<file path="src/rtl/tbird_pkg.sv">
// tbird_pkg: shared state type and lamp helpers for the Thunderbird sequencer family.
package tbird_pkg;

    typedef enum logic [1:0] {IDLE, LEFT, RIGHT, HAZARD} tbird_state_t;

    function automatic logic [31:0] thermo(input int n);
        return (32'd1 << n) - 32'd1;
    endfunction

endpackage

</file>
<file path="src/rtl/tbird_seq_ctrl_if.sv">
// tbird_seq_ctrl_if: switch inputs and lamp outputs; brake exists only with TBIRD_BRAKE_EN.
interface tbird_seq_ctrl_if #(parameter int LAMPS = 3);

    logic left;
    logic right;
    logic hazard;
`ifdef TBIRD_BRAKE_EN
    logic brake;
`endif
    logic [LAMPS-1:0] l_lamps;
    logic [LAMPS-1:0] r_lamps;
    logic step;

`ifdef TBIRD_BRAKE_EN
    modport master (output left, right, hazard, brake, input l_lamps, r_lamps, step);
    modport slave (input left, right, hazard, brake, output l_lamps, r_lamps, step);
`else
    modport master (output left, right, hazard, input l_lamps, r_lamps, step);
    modport slave (input left, right, hazard, output l_lamps, r_lamps, step);
`endif

endinterface

</file>
<file path="src/rtl/tbird_prescaler.sv">
// tbird_prescaler: one-cycle step strobe every DIV clocks, counting from reset release.
module tbird_prescaler #(
    parameter int DIV = 1
) (
    input  logic clk,
    input  logic reset,
    output logic step
);

    localparam int W = DIV > 1 ? $clog2(DIV) : 1;

    logic [W-1:0] tick_cnt;
    logic at_end;

    assign at_end = tick_cnt == W'(DIV - 1);
    // Gated so the strobe stays low while reset is held, even with DIV=1.
    assign step = reset && at_end;

    always_ff @(posedge clk) begin
        if (!reset) tick_cnt <= '0;
        else tick_cnt <= at_end ? '0 : tick_cnt + W'(1);
    end

endmodule

</file>
<file path="src/rtl/tbird_seq_ctrl.sv">
// tbird_seq_ctrl: parametrised turn/hazard lamp sequencer; optional brake override via TBIRD_BRAKE_EN.
module tbird_seq_ctrl
    import tbird_pkg::*;
#(
    parameter int LAMPS    = 3,
    parameter int TICK_DIV = 1
) (
    input logic clk,
    input logic reset,
    tbird_seq_ctrl_if.slave bus
);

    localparam int SW = $clog2(LAMPS + 1);

    tbird_state_t state, state_n;
    logic [SW-1:0] step_cnt, step_cnt_n;
    logic hz_phase, hz_phase_n;
    logic step;
    logic [LAMPS-1:0] fill, hz_all, l_seq, r_seq;

    tbird_prescaler #(.DIV(TICK_DIV)) u_prescaler (
        .clk  (clk),
        .reset(reset),
        .step (step)
    );

    always_ff @(posedge clk) begin
        if (!reset) begin
            state    <= IDLE;
            step_cnt <= '0;
            hz_phase <= 1'b0;
        end else begin
            state    <= state_n;
            step_cnt <= step_cnt_n;
            hz_phase <= hz_phase_n;
        end
    end

    always_comb begin
        state_n    = state;
        step_cnt_n = step_cnt;
        hz_phase_n = hz_phase;
        if (step) begin
            case (state)
                IDLE: begin
                    if (bus.hazard) begin
                        state_n    = HAZARD;
                        hz_phase_n = 1'b1;
                    end else if (bus.left ^ bus.right) begin
                        state_n    = bus.left ? LEFT : RIGHT;
                        step_cnt_n = SW'(1);
                    end
                end
                LEFT, RIGHT: begin
                    if (bus.hazard) begin
                        state_n    = HAZARD;
                        hz_phase_n = 1'b1;
                        step_cnt_n = '0;
                    end else if (step_cnt < SW'(LAMPS)) begin
                        step_cnt_n = step_cnt + SW'(1);
                    end else begin
                        state_n    = IDLE;
                        step_cnt_n = '0;
                    end
                end
                default: begin
                    state_n    = bus.hazard ? HAZARD : IDLE;
                    hz_phase_n = bus.hazard && !hz_phase;
                end
            endcase
        end
    end

    assign fill   = LAMPS'(thermo(int'(step_cnt)));
    assign hz_all = {LAMPS{hz_phase}};
    assign l_seq  = state == LEFT ? fill : state == HAZARD ? hz_all : '0;
    assign r_seq  = state == RIGHT ? fill : state == HAZARD ? hz_all : '0;

`ifdef TBIRD_BRAKE_EN
    // Brake lights every lamp on the side that is not sequencing; hazard wins.
    assign bus.l_lamps = bus.brake && (state == IDLE || state == RIGHT) ? '1 : l_seq;
    assign bus.r_lamps = bus.brake && (state == IDLE || state == LEFT) ? '1 : r_seq;
`else
    assign bus.l_lamps = l_seq;
    assign bus.r_lamps = r_seq;
`endif
    assign bus.step = step;

endmodule
</file>
<file path="src/flat_wrapper.sv">
// flat-port wrapper written by rule: the top's interface ports become plain ports
module tbird_seq_ctrl_flat import tbird_pkg::*;
#(
    parameter int LAMPS    = 3,
    parameter int TICK_DIV = 1
)
  (clk, reset, bus_left, bus_right, bus_hazard, bus_l_lamps, bus_r_lamps, bus_step);
  tbird_seq_ctrl_if #(.LAMPS(LAMPS)) bus_i ();
  input logic clk;
  input logic reset;
  input wire logic [$bits(bus_i.left)-1:0] bus_left;
  input wire logic [$bits(bus_i.right)-1:0] bus_right;
  input wire logic [$bits(bus_i.hazard)-1:0] bus_hazard;
  output wire logic [$bits(bus_i.l_lamps)-1:0] bus_l_lamps;
  output wire logic [$bits(bus_i.r_lamps)-1:0] bus_r_lamps;
  output wire logic [$bits(bus_i.step)-1:0] bus_step;
  assign bus_i.left = bus_left;
  assign bus_i.right = bus_right;
  assign bus_i.hazard = bus_hazard;
  assign bus_l_lamps = bus_i.l_lamps;
  assign bus_r_lamps = bus_i.r_lamps;
  assign bus_step = bus_i.step;
  tbird_seq_ctrl #(.LAMPS(LAMPS), .TICK_DIV(TICK_DIV)) u_core (.clk(clk), .reset(reset), .bus(bus_i));
endmodule
</file>
<file path="config.mk">
export PLATFORM = sky130hd
export DESIGN_NAME = tbird_seq_ctrl_flat
export DESIGN_NICKNAME = d
export VERILOG_FILES = /design/src/rtl/tbird_pkg.sv /design/src/rtl/tbird_seq_ctrl_if.sv /design/src/rtl/tbird_prescaler.sv /design/src/rtl/tbird_seq_ctrl.sv /design/src/flat_wrapper.sv
export SDC_FILE = /design/constraint.sdc
export NUM_CORES = 1
export LEC_CHECK = 0
export BUFFER_PORTS_ARGS = -buffer_cell sky130_fd_sc_hd__buf_2
export CAP_MARGIN = 30
export CORE_AREA = 2 2 39 41
export CTS_BUF_LIST = sky130_fd_sc_hd__clkbuf_2 sky130_fd_sc_hd__clkbuf_4 sky130_fd_sc_hd__clkbuf_8
export CTS_CLUSTER_DIAMETER = 50
export CTS_CLUSTER_SIZE = 28
export DETAILED_ROUTE_END_ITERATION = 8
export DIE_AREA = 0 0 41 43
export GPL_TIMING_DRIVEN = 0
export PLACE_DENSITY = 0.66
export REMOVE_ABC_BUFFERS = 1
export SYNTH_ARGS = -nofsm -noshare
export SYNTH_HDL_FRONTEND = slang
export SYNTH_SLANG_ARGS = --single-unit
</file>
<file path="constraint.sdc">
create_clock -name clk -period 2 [get_ports clk]
set_clock_uncertainty 0.05 [all_clocks]
set_input_delay 0.2 -clock clk [delete_from_list [all_inputs] [get_ports clk]]
set_output_delay 0.2 -clock clk [all_outputs]
set_load 0.02 [all_outputs]
</file>
After elaboration in Yosys (flattened, before gate mapping)
Cells that the tools add are included.
{"block": "word_totals", "inputBits": 5, "elab_cells": 47, "ff_bits": 6}
{"block": "classes", "shifts": 1, "n_bitwise": 2, "mux": 17, "eq_ne": 8, "n_lt_le_gt_ge": 1, "n_reduce_logical": 11, "add_sub_neg": 3}
{"cell": "2-to-1 mux 2 bit", "n": 10}
{"cell": "2-to-1 mux 3 bit", "n": 3}
{"cell": "one-hot mux 2 bit (2 select lines)", "n": 2}
{"cell": "== test 2 bit, second input constant", "n": 2}
{"cell": "!= test 2 x 1 -> 1 bit, second input constant", "n": 2}
{"cell": "AND reduction 2 bit", "n": 2}
{"cell": "AND reduction 4 bit", "n": 1}
{"cell": "!= test 3 x 2 -> 1 bit, second input constant", "n": 1}
{"cell": "!= test 3 bit, second input constant", "n": 1}
{"cell": "AND reduction 3 bit", "n": 1}
{"cell": "OR reduction 3 bit", "n": 1}
{"cell": "left shift 1 x 2 -> 3 bit, first input constant", "n": 1}
{"cell": "subtractor 3 x 1 -> 3 bit, second input constant", "n": 1}
{"cell": "adder 2 x 1 -> 2 bit, second input constant", "n": 1}
{"cell": "== test 2 x 1 -> 1 bit, second input constant", "n": 1}
{"cell": "logical AND 1 bit", "n": 2}
{"cell": "zero test 2 bit", "n": 1}
{"cell": "less-than comparator 2 bit, second input constant", "n": 1}
{"cell": "2-to-1 mux 1 bit", "n": 2}
{"cell": "!= test 2 bit, second input constant", "n": 1}
{"cell": "nonzero test 2 bit", "n": 1}
{"cell": "OR reduction 2 bit", "n": 1}
{"cell": "adder 1 bit, second input constant", "n": 1}
{"cell": "zero test 1 bit", "n": 1}
{"cell": "other kinds (2)", "n": 2}

Logic depth before layout (Yosys ltp)
{"block": "depth", "ltp_word": 4, "depth_mapped": 6, "ltp_nobuf": 6}

Modules after synthesis
A second synthesis with hierarchy kept.
{"block": "unflattened", "cells_unflattened": 58, "hier_area_um2": 483.0}
{"module": "tbird_seq_ctrl", "cells_each": 55, "instances": 1, "area_each_um2": 445.4}
{"module": "tbird_prescaler", "cells_each": 3, "instances": 1, "area_each_um2": 37.5}

Least setup slack after synthesis
OpenSTA, ideal clock, no wires.
{"block": "synth_path", "path_type": "reg2reg", "from": "register u_core.state[0]", "to": "register u_core.step_cnt[1]", "t_required_ns": 1.820, "setup_time_ns": 0.130, "stages_incl_launch_ff": 7, "slack_ns": 0.526, "n_path_buf": 0, "t_arrival_ns": 1.294, "path_cell_list": "dfxtp_1 > inv_1 > ha_1 > inv_1 > o311ai_1 > a2bb2oi_1 > a31oi_1"}
{"block": "synth_between", "elab_chain_len": 4, "word_cells_on_any_way": 9}
{"item": "start: declaration", "line": "tbird_seq_ctrl.sv:15", "rtl": "tbird_state_t state, state_n;"}
{"item": "start signal: assignment", "line": "tbird_seq_ctrl.sv:33", "rtl": "state <= state_n;"}
{"item": "== test 2 bit or == test 2 x 1 -> 1 bit (tied branches)", "line": "tbird_seq_ctrl.sv:44", "rtl": "case (state)"}
{"item": "OR reduction 2 bit", "line": "tbird_seq_ctrl.sv:44"}
{"item": "nonzero test 2 bit (no source line)"}
{"item": "AND reduction 4 bit (no source line)"}
{"item": "end signal: assignment", "line": "tbird_seq_ctrl.sv:34", "rtl": "step_cnt <= step_cnt_n;"}
{"item": "end: declaration", "line": "tbird_seq_ctrl.sv:16", "rtl": "logic [SW-1:0] step_cnt, step_cnt_n;"}
Parallel ways exist; a longest one is shown, timed or not.
A chain may end at the register's enable or synchronous reset.

Worst setup path in the final report
{"block": "layout_path", "from": "register u_core.step_cnt[0]", "to": "output bus_r_lamps[1]"}
{"block": "layout_between", "elab_chain_len": 3}
{"item": "left shift 1 x 2 -> 3 bit", "line": "tbird_pkg.sv:7", "rtl": "return (32'd1 << n) - 32'd1;"}
{"item": "subtractor 3 x 1 -> 3 bit", "line": "tbird_pkg.sv:7"}
{"item": "2-to-1 mux 3 bit", "line": "tbird_seq_ctrl.sv:77", "rtl": "assign r_seq = state == RIGHT ? fill : state == HAZARD ? hz_all : '0;"}
{"item": "end: declaration", "line": "flat_wrapper.sv:15", "rtl": "output wire logic [$bits(bus_i.r_lamps)-1:0] bus_r_lamps;"}
Every way passes these cells.

==> results.yml <==
timing:
  final.min_clock_period_ns: 1.77
  fin_crit_sh_pct: 88.5
  fin_setup_tns_ns: 0
  whs_ns: 0.205
  setup_violations: 0
  drv_slew: 0
  rsz0062_at_grt: "false"
  clock.fmax_mhz: 565
  hold_viol: 0
global_route:
  grt_pass1_vias: 399
  grt_pass1_wl_microns: 1590
  grt_max_degree: 9
  overflow: 0
  grt_use_total_pct: 13.9
  antenna_found_initial: 0
cts:
  post_cts_buffers: 0
  worstSkewPairLatency_ns: 0.26
  hold_buffers: 0
  clockRootBuffer: "clkbuf_4"
  htreeDepth: 1
  cts_buffers: 3
  clk_path_buf_depth: 2
  clkTransAtPathRegs_ns: 0.05
  cts_sinks: 6
  cts_tree: "yes"
  cts_resized: 0
drt:
  num_vias: 489
  wl_met1_microns: 458
  viasPerCell: 5.43
  met3_length_microns: 67
  dr.pass1.iters: 4
  drt-total-wl_microns: 1020
  top_layer_used: "met4"
  avgRoutedWirePerCell_microns: 11.4
  dr_wl_met2_microns: 458
  drtIter0Drc: 10
  ant_nets: 0
  route.detailed.drc: 0
synth:
  post_synth_main_area_contributors: "dfxtp_1, ha_1, inv_1, nand2_1, o21ai_0"
  ys_seq_area_share_pct: 23.4
  synth_edf_count: 0
  ys.flop_type: "dfxtp_1"
  ys_async_sr_fraction_pct: 0
  yosysWarnings: 0
  synth_top_area_share_pct: 23.4
  syn_inst: 60
  ys_types: 28
  synth_top_cell_by_area: "dfxtp_1"
  ys_ff_latch: 6
  syn_area_sq_um: 513
  syn_avg_cell_area_sq_um: 8.55
critical_path:
  slowest_stage: "dfxtp_1"
  critPathArrivalTime_ns: 1.52
  cp-start-kind: "flip-flop"
  cpPeakStageDelay_ns: 0.43
  critPathKind: "reg -> out"
  cp_max_fo: 6
  required_ns: 1.75
  crit_path_end_kind: "output port"
  cp_cell_sequence: "inv_1, ha_1, xnor2_1, nand2_1, o21ai_0, buf_2"
pwr:
  power_density_nw_per_um2: 592
  peakVddDrop_v: 0.000309
  power_leakage_nw: 0.285
finish:
  layout_common_cells: "buf_2, ha_1, inv_1, nand2_1, dfxtp_1"
  final_common_cell: "buf_2"
  fin_nets: 89
  drive_gt1_share_pct: 27.0
  syn_to_final_growth_pct: 19.0
  diodes: 0
placement:
  gp_congestion: 0.769
  dp_hpwl_microns: 774
  io_buffers: 11
floorplan:
  ios: 12
  initial_core_util_pct: 37.1
  dieArea_sq_um: 1760
  die_w_microns: 41
  rows: 14
  core_area_sq_um: 1380
  fp.dieH_microns: 43
hold_path:
  min_path_type: "in -> reg"
flow_run:
  cap_violations: 0
outcome:
  status: "complete, no violations"
==> synthesized netlist by cell type (2+ instances only) <==
library cell / count
dfxtp_1: 6
nand2_1: 7
o21ai_0: 5
o221a_1: 2
ha_1: 8
nor2_1: 3
inv_1: 7
mux2i_1: 2
==> final cells by class <==
type                       instances  area [sq um]
timing repair buffer              11          55.1
inverter                           7          26.3
fill                             142           773
tap                               16          20.0
multi-input combinational         47           367
clock buffer                       3          22.5
sequential                         6           120
==> layer usage <==
| metal | GRT usage, % | up-vias |
|---|---|---|
| met1 | 16.6 | 223 |
| met3 | 3.14 | 5 |
| met4 | 12.0 | 0 |
| met5 | 0 | - |
| met2 | 19.7 | 22 |
| li1 | - | 239 |
==> flip-flops by register name (all words and copies together), names as in the netlist <==
name                         count
u_core.step_cnt                  2
u_core.u_prescaler.tick_cnt      1
u_core.state                     2
u_core.hz_phase                  1
==> worst paths after layout <==
| kind | from | to | slack, ns | depth (start not counted) |
|---|---|---|---|---|
| min | reset | u_core.state[0] | 0.21 | 2 |
| max reg2reg | u_core.state[0] | u_core.step_cnt[1] | 0.39 | 6 |
| max | u_core.step_cnt[0] | bus_r_lamps[1] | 0.23 | 6 |
| min reg2reg | u_core.hz_phase | u_core.hz_phase | 0.47 | 1 |
==> stage by stage <==
stage / worst slack (ns) / instances / cell area [sq um] / util (%) / total power [W]
6_report: 0.231 / 90 / 611 / 44.1 / 0.000361
5_1_grt: 0.0886 / 90 / 611 / 44.1 / 0.000382
3_5_place_dp: 0.409 / 87 / 588 / 42.5 / 0.000241
2_1_floorplan: 0.526 / 60 / 513 / - / 0.000214
4_1_cts: 0.218 / 90 / 611 / 44.1 / 0.000363
3_3_place_gp: 0.404 / 87 / 588 / 42.5 / 0.000240
==> kinds of logic (layout without fill, tap and decap cells) <==
group	after synthesis	count (layout)	synth area share, %
buffers and inverters	7	21	5.12
flip-flops	6	6	23.4
XOR/XNOR	2	2	4.88
multiplexers	2	2	3.90
adder cells (fa/ha/maj)	8	8	19.5
AO/OA/AOI/OAI	17	17	26.1
other	1	1	0.731
AND/OR/NAND/NOR	17	17	16.3
==> where the power goes <==
group          switching [W]  internal (W)
logic              0.0000578     0.0000436
registers          0.0000102      0.000128
clock network      0.0000531     0.0000685
total               0.000121      0.000240
==> worst max-delay path: cells and delay by family (launching register included) <==
kind,cells,cell delay (ns)
flops,1,0.43
buf+inv,2,0.26
fa+ha+maj,1,0.24
xor+xnor,1,0.20
simple gates,1,0.07
compound gates,1,0.07
Note: power is estimated with default switching activity, not from simulation.
